### config.mk
export PLATFORM = sky130hd
export DESIGN_NAME = fetch_unit
export DESIGN_NICKNAME = d
export VERILOG_FILES = /design/src/rtl/fetch_pkg.sv /design/src/rtl/fetch_hold_buf.sv /design/src/rtl/fetch_unit.sv
export SDC_FILE = /design/constraint.sdc
export NUM_CORES = 1
export LEC_CHECK = 0
export ABC_AREA = 1
export BUFFER_PORTS_ARGS = -buffer_cell sky130_fd_sc_hd__buf_4
export CAP_MARGIN = 20
export CORE_UTILIZATION = 40
export CTS_CLUSTER_DIAMETER = 30
export CTS_CLUSTER_SIZE = 25
export DETAILED_ROUTE_END_ITERATION = 12
export HOLD_SLACK_MARGIN = 0.08
export SLEW_MARGIN = 20
export SYNTH_ARGS = -nofsm -noshare
export SYNTH_HDL_FRONTEND = slang
export SYNTH_SLANG_ARGS = --single-unit
### constraint.sdc
create_clock -name clk -period 17.8 [get_ports clk]
set_clock_uncertainty 0.2 [all_clocks]
set_input_delay 1.78 -clock clk [delete_from_list [all_inputs] [get_ports clk]]
set_output_delay 1.78 -clock clk [all_outputs]
set_load 0.02 [all_outputs]
### src/rtl/fetch_pkg.sv
// Shared types and constants for the instruction-fetch stage.
package fetch_pkg;

  typedef enum logic [1:0] {
    IDLE    = 2'd0,
    REQ     = 2'd1,
    DISCARD = 2'd2,
    HOLD    = 2'd3
  } fetch_state_e;

  localparam logic [1:0]  PCSRC_SEQ   = 2'b00;
  localparam logic [1:0]  PCSRC_BR    = 2'b01;
  localparam logic [31:0] NOP_DEFAULT = 32'h0000_0013;

  function automatic logic [31:0] word_align(input logic [31:0] addr);
    return addr & 32'hFFFF_FFFC;
  endfunction

endpackage

### src/rtl/fetch_hold_buf.sv
// Single-entry {pc, instr, valid} buffer that parks an acked word while the pipe is stalled.
module fetch_hold_buf
  import fetch_pkg::*;
(
  input  logic        clk,
  input  logic        rst,
  input  logic        load,
  input  logic        clear,
  input  logic [31:0] d_pc,
  input  logic [31:0] d_instr,
  output logic [31:0] q_pc,
  output logic [31:0] q_instr,
  output logic        q_valid
);

  always_ff @(posedge clk or posedge rst) begin
    if (rst) begin
      q_pc    <= 32'h0;
      q_instr <= NOP_DEFAULT;
      q_valid <= 1'b0;
    end else if (load) begin
      q_pc    <= d_pc;
      q_instr <= d_instr;
      q_valid <= 1'b1;
    end else if (clear) begin
      q_valid <= 1'b0;
    end
  end

endmodule

### src/rtl/fetch_unit.sv
// IF stage: owns the PC, drives the req/ack imem port and loads IF/ID.
// Optional performance counters are built when FETCH_PERF_EN is defined.
//
// state   | meaning
// IDLE    | after reset, no request
// REQ     | request for pc outstanding
// DISCARD | stale request outstanding, pc replaced by pending_pc on ack
// HOLD    | acked word parked in the hold buffer while Stall is high
module fetch_unit
  import fetch_pkg::*;
#(
  parameter logic [31:0] RESET_PC  = 32'h0000_0000,
  parameter logic [31:0] NOP_INSTR = NOP_DEFAULT
) (
  input  logic        clk,
  input  logic        rst,
  input  logic [1:0]  PCSrc,
  input  logic [31:0] Branch_target,
  input  logic        Stall,
  input  logic        Flush,
  output logic        imem_req,
  output logic [31:0] imem_addr,
  input  logic        imem_ack,
  input  logic [31:0] imem_rdata,
  output logic [31:0] IF_ID_pc,
  output logic [31:0] IF_ID_instr,
  output logic        IF_ID_valid,
  output logic        fetch_busy
`ifdef FETCH_PERF_EN
  ,
  output logic [31:0] perf_fetched,
  output logic [31:0] perf_stall_cyc
`endif
);

  fetch_state_e state, state_nxt;
  logic [31:0]  pc, pc_nxt, pending_pc, pending_nxt, tgt;
  logic         redirect, deliver, hb_load, hb_clear, hb_valid;
  logic [31:0]  del_pc, del_instr, hb_pc, hb_instr;

  assign redirect   = (PCSrc == PCSRC_BR);
  assign tgt        = word_align(Branch_target);
  assign imem_req   = (state == REQ) || (state == DISCARD);
  assign imem_addr  = pc;
  assign fetch_busy = imem_req;

  fetch_hold_buf u_hold_buf (
    .clk     (clk),
    .rst     (rst),
    .load    (hb_load),
    .clear   (hb_clear),
    .d_pc    (pc),
    .d_instr (imem_rdata),
    .q_pc    (hb_pc),
    .q_instr (hb_instr),
    .q_valid (hb_valid)
  );

  always_comb begin
    state_nxt   = state;
    pc_nxt      = pc;
    pending_nxt = pending_pc;
    hb_load     = 1'b0;
    hb_clear    = 1'b0;
    deliver     = 1'b0;
    del_pc      = pc;
    del_instr   = imem_rdata;
    case (state)
      IDLE: begin
        state_nxt = REQ;
        if (redirect) pc_nxt = tgt;
      end
      REQ: begin
        if (imem_ack) begin
          if (redirect) begin
            pc_nxt = tgt;
          end else if (Stall) begin
            hb_load   = 1'b1;
            state_nxt = HOLD;
          end else begin
            deliver = 1'b1;
            pc_nxt  = pc + 32'd4;
          end
        end else if (redirect) begin
          pending_nxt = tgt;
          state_nxt   = DISCARD;
        end
      end
      DISCARD: begin
        // A redirect coinciding with the stale ack is the newest target.
        if (redirect) pending_nxt = tgt;
        if (imem_ack) begin
          pc_nxt    = redirect ? tgt : pending_pc;
          state_nxt = REQ;
        end
      end
      HOLD: begin
        if (redirect) begin
          hb_clear  = 1'b1;
          pc_nxt    = tgt;
          state_nxt = REQ;
        end else if (!Stall && hb_valid) begin
          deliver   = 1'b1;
          del_pc    = hb_pc;
          del_instr = hb_instr;
          hb_clear  = 1'b1;
          pc_nxt    = hb_pc + 32'd4;
          state_nxt = REQ;
        end
      end
      default: state_nxt = IDLE;
    endcase
  end

  always_ff @(posedge clk or posedge rst) begin
    if (rst) begin
      state      <= IDLE;
      pc         <= RESET_PC;
      pending_pc <= RESET_PC;
    end else begin
      state      <= state_nxt;
      pc         <= pc_nxt;
      pending_pc <= pending_nxt;
    end
  end

  always_ff @(posedge clk or posedge rst) begin
    if (rst) begin
      IF_ID_pc    <= 32'h0;
      IF_ID_instr <= NOP_INSTR;
      IF_ID_valid <= 1'b0;
    end else if (redirect || Flush) begin
      IF_ID_instr <= NOP_INSTR;
      IF_ID_valid <= 1'b0;
    end else if (Stall) begin
      IF_ID_valid <= IF_ID_valid;
    end else if (deliver) begin
      IF_ID_pc    <= del_pc;
      IF_ID_instr <= del_instr;
      IF_ID_valid <= 1'b1;
    end else begin
      IF_ID_instr <= NOP_INSTR;
      IF_ID_valid <= 1'b0;
    end
  end

`ifdef FETCH_PERF_EN
  logic accepted, entered;
  assign accepted = (state == REQ) && imem_ack && !redirect;
  assign entered  = deliver && !redirect && !Flush;

  always_ff @(posedge clk or posedge rst) begin
    if (rst) begin
      perf_fetched   <= 32'h0;
      perf_stall_cyc <= 32'h0;
    end else begin
      if (accepted) perf_fetched <= perf_fetched + 32'd1;
      if ((state != IDLE) && !entered) perf_stall_cyc <= perf_stall_cyc + 32'd1;
    end
  end
`endif

endmodule

==> out/results.tsv, run 1 <==
metric	value	unit
asr flop ratio synth	100.0	%
Net Switching	993.1	uW
design internal power	1.152	mW
Initial Utilization	40.77	%
Worst R2R Path Depth	13	
Fin Setup TNS	0	ns
Syn Nets	1548	
1st-iter DRT viols	837	
Final ANT Viol Nets	0	
Worst-Margin Slew	1.033	ns
Root Driver	clkbuf_16	
die width	164.7	um
Clock Latency Late Sink	0.45	ns
vias	10080	
sequential cell area fraction in the yosys report	46.37	%
hold buffer count at cts	0	
share of the synthesized area in the top cell type	44.88	%
CP endpoint	IF_ID_pc[27]	
CTS Buffer Depth	2	
CP startpoint	PCSrc[1]	
Reg2Reg Launch Point	state[0]	
Final Hold Vio Count	0	
prevailing post-synth register cell	dfrtp_1	
number of top-level pins	170	
Avg WL per Cell	17.15	um
Pins Over Slew Limit	0	
fmax	213.4	MHz
Post-CTS Setup Bufs	0	
TritonCTS clock tree	done	
crit-path max cell delay	0.70	ns
VDD IR max	0.07293	mV
Die H	164.7	um
clock sinks	196	
Gate power share	42.6	%
crit path max-delay cell type	buf_4	
initial antenna violation count	0	
final worst-path cycle share	26.33	%
largest net degree at the start of global routing	141	
CP startpoint kind	input pin	
CP Max Fanout	97	
Tmin final	4.687	ns
Ys Warns	0	
Synth cell types	37	
worst path bufs/invs	7	
final core occ	48.69	%
port buffer count	167	
Yosys reg bits	196	
Core ar.	25980	sq um
grt met2 use	38.20	%
drc violations	0	
Mapped Area	10590	sq um
met1 Use GR	36.07	%
endpoints failing setup	0	
Post-CTS Resized	0	
synthesized area per cell	7.202	sq um
Reg clk slew, reported paths	0.08	ns
gpl congestion	0.9515	
CP Class	in -> reg	
WL final	33360	um
P_leak	6.087	nW
status	completed	
CP Depth	14	
crit-path leading delay family	buffers and inverters	
Sequential Power Share	38.6	%
# fillers	2648	
total CTS buffers	17	
capture point of the worst reg-to-reg path	IF_ID_pc[27]	
most used cell, CP	buf_4	
total gr overflow	0	
Post-DP HPWL	23850	um
Die ar.	27140	sq um
clock share of power	18.8	%
first-pass GRT wire length	51450	um
HP Class	reg -> reg	
crit path cell chain	buf_4 > inv_1 > nand2_2 > nand2_1 > nor2_2 > buf_4 > inv_2 > buf_4 > o21ai_1 > nand2_1 > buf_4 > inv_2 > nor2_1 > a31oi_1	
RSZ-0062 raised after global routing	false	
pwr/cell area	169.6	nW/um^2
synth top area cells	dfrtp_1, nand2_1, o21ai_0, nor2_1, inv_1	
router iterations before antenna repair	7	
Global Route met3 Usage	3.415	%
Syn-to-layout area delta	19.42	%
Worst setup EP type	flip-flop	
relative slew slack	31.03	%
gr usage total	24.98	%
row cnt	59	
Post-synth EDFFs	0	
fin nets	1674	
max cap viols	0	
crit path DAT	4.76	ns
Ant. Diodes	0	
setup slack, reg-to-reg	13.94	ns
vias per inst	5.180	
htree depth	4	
area leader, netlist	dfrtp_1	
GR peak layer	met2	
vias in the first global route	9302	
Critical Path RT	17.87	ns
Cells after Synth	1471	
share of cells above drive strength 1	14.91	%
Sw Ratio	46.29	%
==> worst min-delay path by stage <==
stage	startpoint	to	slack (ns)	cells past startpoint
2_1_floorplan	pending_pc[10]	pending_pc[10]	0.24	2
3_3_place_gp	pending_pc[10]	pending_pc[10]	0.25	2
3_5_place_dp	pending_pc[10]	pending_pc[10]	0.26	2
4_1_cts	pending_pc[10]	pending_pc[10]	0.28	2
5_1_grt	pending_pc[10]	pending_pc[10]	0.29	2
6_report	pending_pc[10]	pending_pc[10]	0.27	2
==> stage by stage <==
step / area [sq um] / instances / total power [mW] / hold slack (ns) / setup WS (ns)
after floorplan: 10590 / 1471 / 1.387 / 0.2367 / 10.49
final: 12650 / 1945 / 2.145 / 0.2746 / 13.11
after global placement: 12000 / 1912 / 1.722 / 0.2491 / 12.70
after detailed placement: 12000 / 1912 / 1.738 / 0.2560 / 12.62
after global routing: 12650 / 1945 / 2.296 / 0.2933 / 12.71
after CTS: 12620 / 1944 / 2.143 / 0.2752 / 13.09
==> power by group through the flow <==
stage	Combinational (mW)	Clock [mW]	Sequential [mW]
2_1_floorplan	0.537	0	0.850
3_3_place_gp	0.894	0	0.828
3_5_place_dp	0.906	0	0.833
4_1_cts	0.909	0.410	0.824
5_1_grt	1.02	0.425	0.852
6_report	0.914	0.403	0.828
==> placed cells by master, fill, tap and decap left out, types with 3 or more instances in the layout <==
cell	synthesis	final
nor3_1	8	8
o21ai_0	201	201
buf_4	7	177
inv_12	0	3
o21ai_1	12	12
o22ai_1	5	5
dfrtp_1	190	190
o211ai_1	8	8
inv_2	5	5
a21oi_1	54	54
nand3_1	61	60
dfstp_2	6	6
nand2_1	421	421
nor2_1	171	170
a31oi_1	33	33
inv_1	159	158
nor2_2	7	8
clkinv_8	0	5
nand3b_1	6	6
nand4_1	27	27
ha_1	6	6
clkbuf_16	0	17
xor2_1	3	3
inv_6	0	4
==> cells in the mapped netlist (all sizes together) (27+ instances only) <==
library cell  number
clkbuf            39
nand4             27
o21ai            214
nand3             61
a31oi             33
dfrtp            190
a21oi             55
nor2             180
buf               32
nand2            423
inv              166
==> cell families (layout without fill, tap and decap cells) <==
group | count (synthesis) | in the layout | synth area share [%]
buf+inv | 237 | 376 | 9.330
mux | 1 | 1 | 0.1063
xor+xnor | 4 | 4 | 0.3308
fa+ha+maj | 6 | 6 | 0.7086
flops | 196 | 196 | 46.37
compound gates | 320 | 320 | 16.04
simple gates | 707 | 707 | 27.12
==> registers in the layout, summed over array words and instances (netlist names) <==
register / count
IF_ID_instr: 32
IF_ID_valid: 1
pending_pc: 32
u_hold_buf.q_valid: 1
imem_addr: 32
u_hold_buf.q_instr: 32
u_hold_buf.q_pc: 32
state: 2
IF_ID_pc: 32
==> area by class of cell <==
type                    instances  area [sq um]  area share [%]
inverters                     166         635.6           5.024
well taps                     335         419.2           3.313
repair buffers                178          1356           10.72
multi-input cells            1038          4708           37.22
clock inverters                15         193.9           1.533
flip-flops and latches        196          4912           38.83
clock buffers                  17         425.4           3.363
==> per-layer routing <==
metal / up-vias / share of wire, %
met5: - / 0
met4: 0 / 2.1
met3: 44 / 6.3
met2: 359 / 44
met1: 4682 / 48
li1: 4990 / -
==> worst register-to-register path, stage by stage, from the launching register on <==
cell     delay [ns]
dfrtp_1        0.42
ha_1           0.20
buf_4          0.23
nand2_1        0.13
nor2_2         0.04
buf_4          0.25
inv_2          0.09
buf_4          0.70
o21ai_1        0.16
nand2_1        0.11
buf_4          0.33
inv_2          0.49
nor2_1         0.29
a31oi_1        0.06
No activity file was read; power rests on OpenSTA's default activity.
==> run 2, diff against run 1 <==
==> constraint.sdc (replaced) <==
create_clock -name clk -period 4.4 [get_ports clk]
set_clock_uncertainty 0.2 [all_clocks]
set_input_delay 0.44 -clock clk [delete_from_list [all_inputs] [get_ports clk]]
set_output_delay 0.44 -clock clk [all_outputs]
set_load 0.02 [all_outputs]
==> run 2 against run 1 <==
Utilization rose by 1.6 points. Critical endpoint unchanged. Die area unchanged. Power increased to 4.1 times the previous value. Combinational power grew to 4.1 times the previous value. Largest power group unchanged.
==> out/results.tsv, run 2 (same netlist as run 1, synthesis figures left out) <==
metric	value	unit
Initial Utilization	40.77	%
total gr overflow	0	
Clock Latency Late Sink	0.44	ns
Global Route met3 Usage	4.646	%
Setup WS pre-CTS	1.255	ns
number of top-level pins	170	
Core ar.	25980	sq um
gpl congestion	0.9544	
relative slew slack	35.90	%
design internal power	4.710	mW
WL final	32970	um
Worst-Margin Slew	0.9604	ns
gr usage total	24.90	%
share of cells above drive strength 1	14.89	%
initial antenna violation count	0	
Final ANT Viol Nets	0	
first-pass GRT wire length	51630	um
CP Depth	12	
CP startpoint kind	flip-flop	
crit path cell chain	ha_1 > nand2_1 > nor2_2 > buf_4 > inv_2 > o21ai_1 > nand2_1 > buf_4 > inv_2 > buf_4 > nor2_1 > a31oi_1	
CP startpoint	state[0]	
Ant. Diodes	0	
Worst setup EP type	flip-flop	
met1 Use GR	36.76	%
Sw Ratio	45.88	%
Avg WL per Cell	16.59	um
clock share of power	18.7	%
final worst-path cycle share	70.24	%
largest net degree at the start of global routing	100	
Die ar.	27140	sq um
vias in the first global route	9262	
final worst slack	1.309	ns
grt met2 use	36.71	%
crit-path max cell delay	0.45	ns
Tmin final	3.091	ns
capture point of the worst reg-to-reg path	IF_ID_pc[27]	
Die H	164.7	um
Sequential Power Share	38.4	%
Reg clk slew, reported paths	0.09	ns
crit path DAT	3.24	ns
vias	10210	
commonest non-fill, non-tap cell in the layout	nand2_1	
clock sinks	196	
crit-path leading delay family	buffers and inverters	
vias per inst	5.140	
max cap viols	0	
drc violations	0	
Worst R2R Path Depth	12	
Gate power share	42.9	%
row cnt	59	
Critical Path RT	4.55	ns
final core occ	50.26	%
1st-iter DRT viols	903	
Worst Hold Depth	3	
Final Hold Vio Count	0	
GR peak layer	met1	
CP Max Fanout	42	
Root Driver	clkbuf_16	
Net Switching	3.993	mW
HP Class	in -> reg	
WHS	0.09408	ns
setup slack, reg-to-reg	1.31	ns
RSZ-0062 raised after global routing	false	
crit path max-delay cell type	buf_4	
CTS Buffer Depth	2	
total CTS buffers	17	
CP endpoint	IF_ID_pc[27]	
htree depth	4	
Post-CTS Setup Bufs	0	
pwr/cell area	666.5	nW/um^2
Fin Setup TNS	0	ns
fmax	323.6	MHz
router iterations before antenna repair	5	
worst path bufs/invs	5	
status	completed	
Syn-to-layout area delta	23.28	%
die width	164.7	um
Post-DP HPWL	23970	um
fin nets	1716	
VDD IR max	0.3305	mV
P_leak	6.264	nW
Pins Over Slew Limit	0	
TritonCTS clock tree	done	
most frequent cells in the layout	nand2_1, o21ai_0, dfrtp_1	
Reg2Reg Launch Point	state[0]	
most used cell, CP	buf_4	
CP Class	reg -> reg	
endpoints failing setup	0	
port buffer count	167	
[run 2: area by class of cell]
cell class	count	area (sq um)
fill	2638	12920
inverter	166	631.9
timing repair buffer	220	1767
tap	335	419.2
multi-input combinational	1038	4708
clock inverter	15	196.4
sequential	196	4912
clock buffer	17	425.4
[run 2: repair_timing]
action	in CTS	in global routing
setup endpoints to repair	0	0
hold buffers	36	0
hold endpoints to repair	51	0
gates resized for setup	0	0
[run 2: worst min path at each step]
| stage | startpoint | endpoint | slack [ns] |
|---|---|---|---|
| 2_1_floorplan | pending_pc[10] | pending_pc[10] | 0.24 |
| 3_5_place_dp | rst | IF_ID_instr[29] | 0.26 |
| 4_1_cts | imem_rdata[9] | u_hold_buf.q_instr[9] | 0.08 |
| 5_1_grt | imem_rdata[10] | u_hold_buf.q_instr[10] | 0.09 |
| 6_report | imem_rdata[9] | u_hold_buf.q_instr[9] | 0.09 |
| 3_3_place_gp | pending_pc[10] | pending_pc[10] | 0.25 |
[run 2: power by group through the flow]
stage | clock [mW] | sequential, mW | combinational (mW)
after floorplan | 0 | 3.44 | 2.17
after detailed placement | 0 | 3.36 | 3.69
after global routing | 1.73 | 3.44 | 4.15
after global placement | 0 | 3.35 | 3.64
final | 1.63 | 3.34 | 3.73
after CTS | 1.67 | 3.33 | 3.73
[run 2: worst reg2reg max path, stage by stage, from the launching register on]
cell,delay [ns]
dfrtp_1,0.41
ha_1,0.31
nand2_1,0.10
nor2_2,0.08
buf_4,0.34
inv_2,0.06
o21ai_1,0.08
nand2_1,0.07
buf_4,0.24
inv_2,0.37
buf_4,0.46
nor2_1,0.11
a31oi_1,0.17
[run 2: through the flow]
stage	cells	power (mW)	cell area, sq um
4_1_cts	1987	8.723	13060
6_report	1987	8.704	13060
3_5_place_dp	1919	7.053	12080
2_1_floorplan	1471	5.612	10600
5_1_grt	1987	9.316	13060
3_3_place_gp	1919	6.993	12080
[run 2: metal layers]
metal | vias up | routed length (um)
li1 | 5087 | -
met5 | - | 0
met4 | 0 | 755
met2 | 355 | 14280
met3 | 48 | 2490
met1 | 4723 | 15450
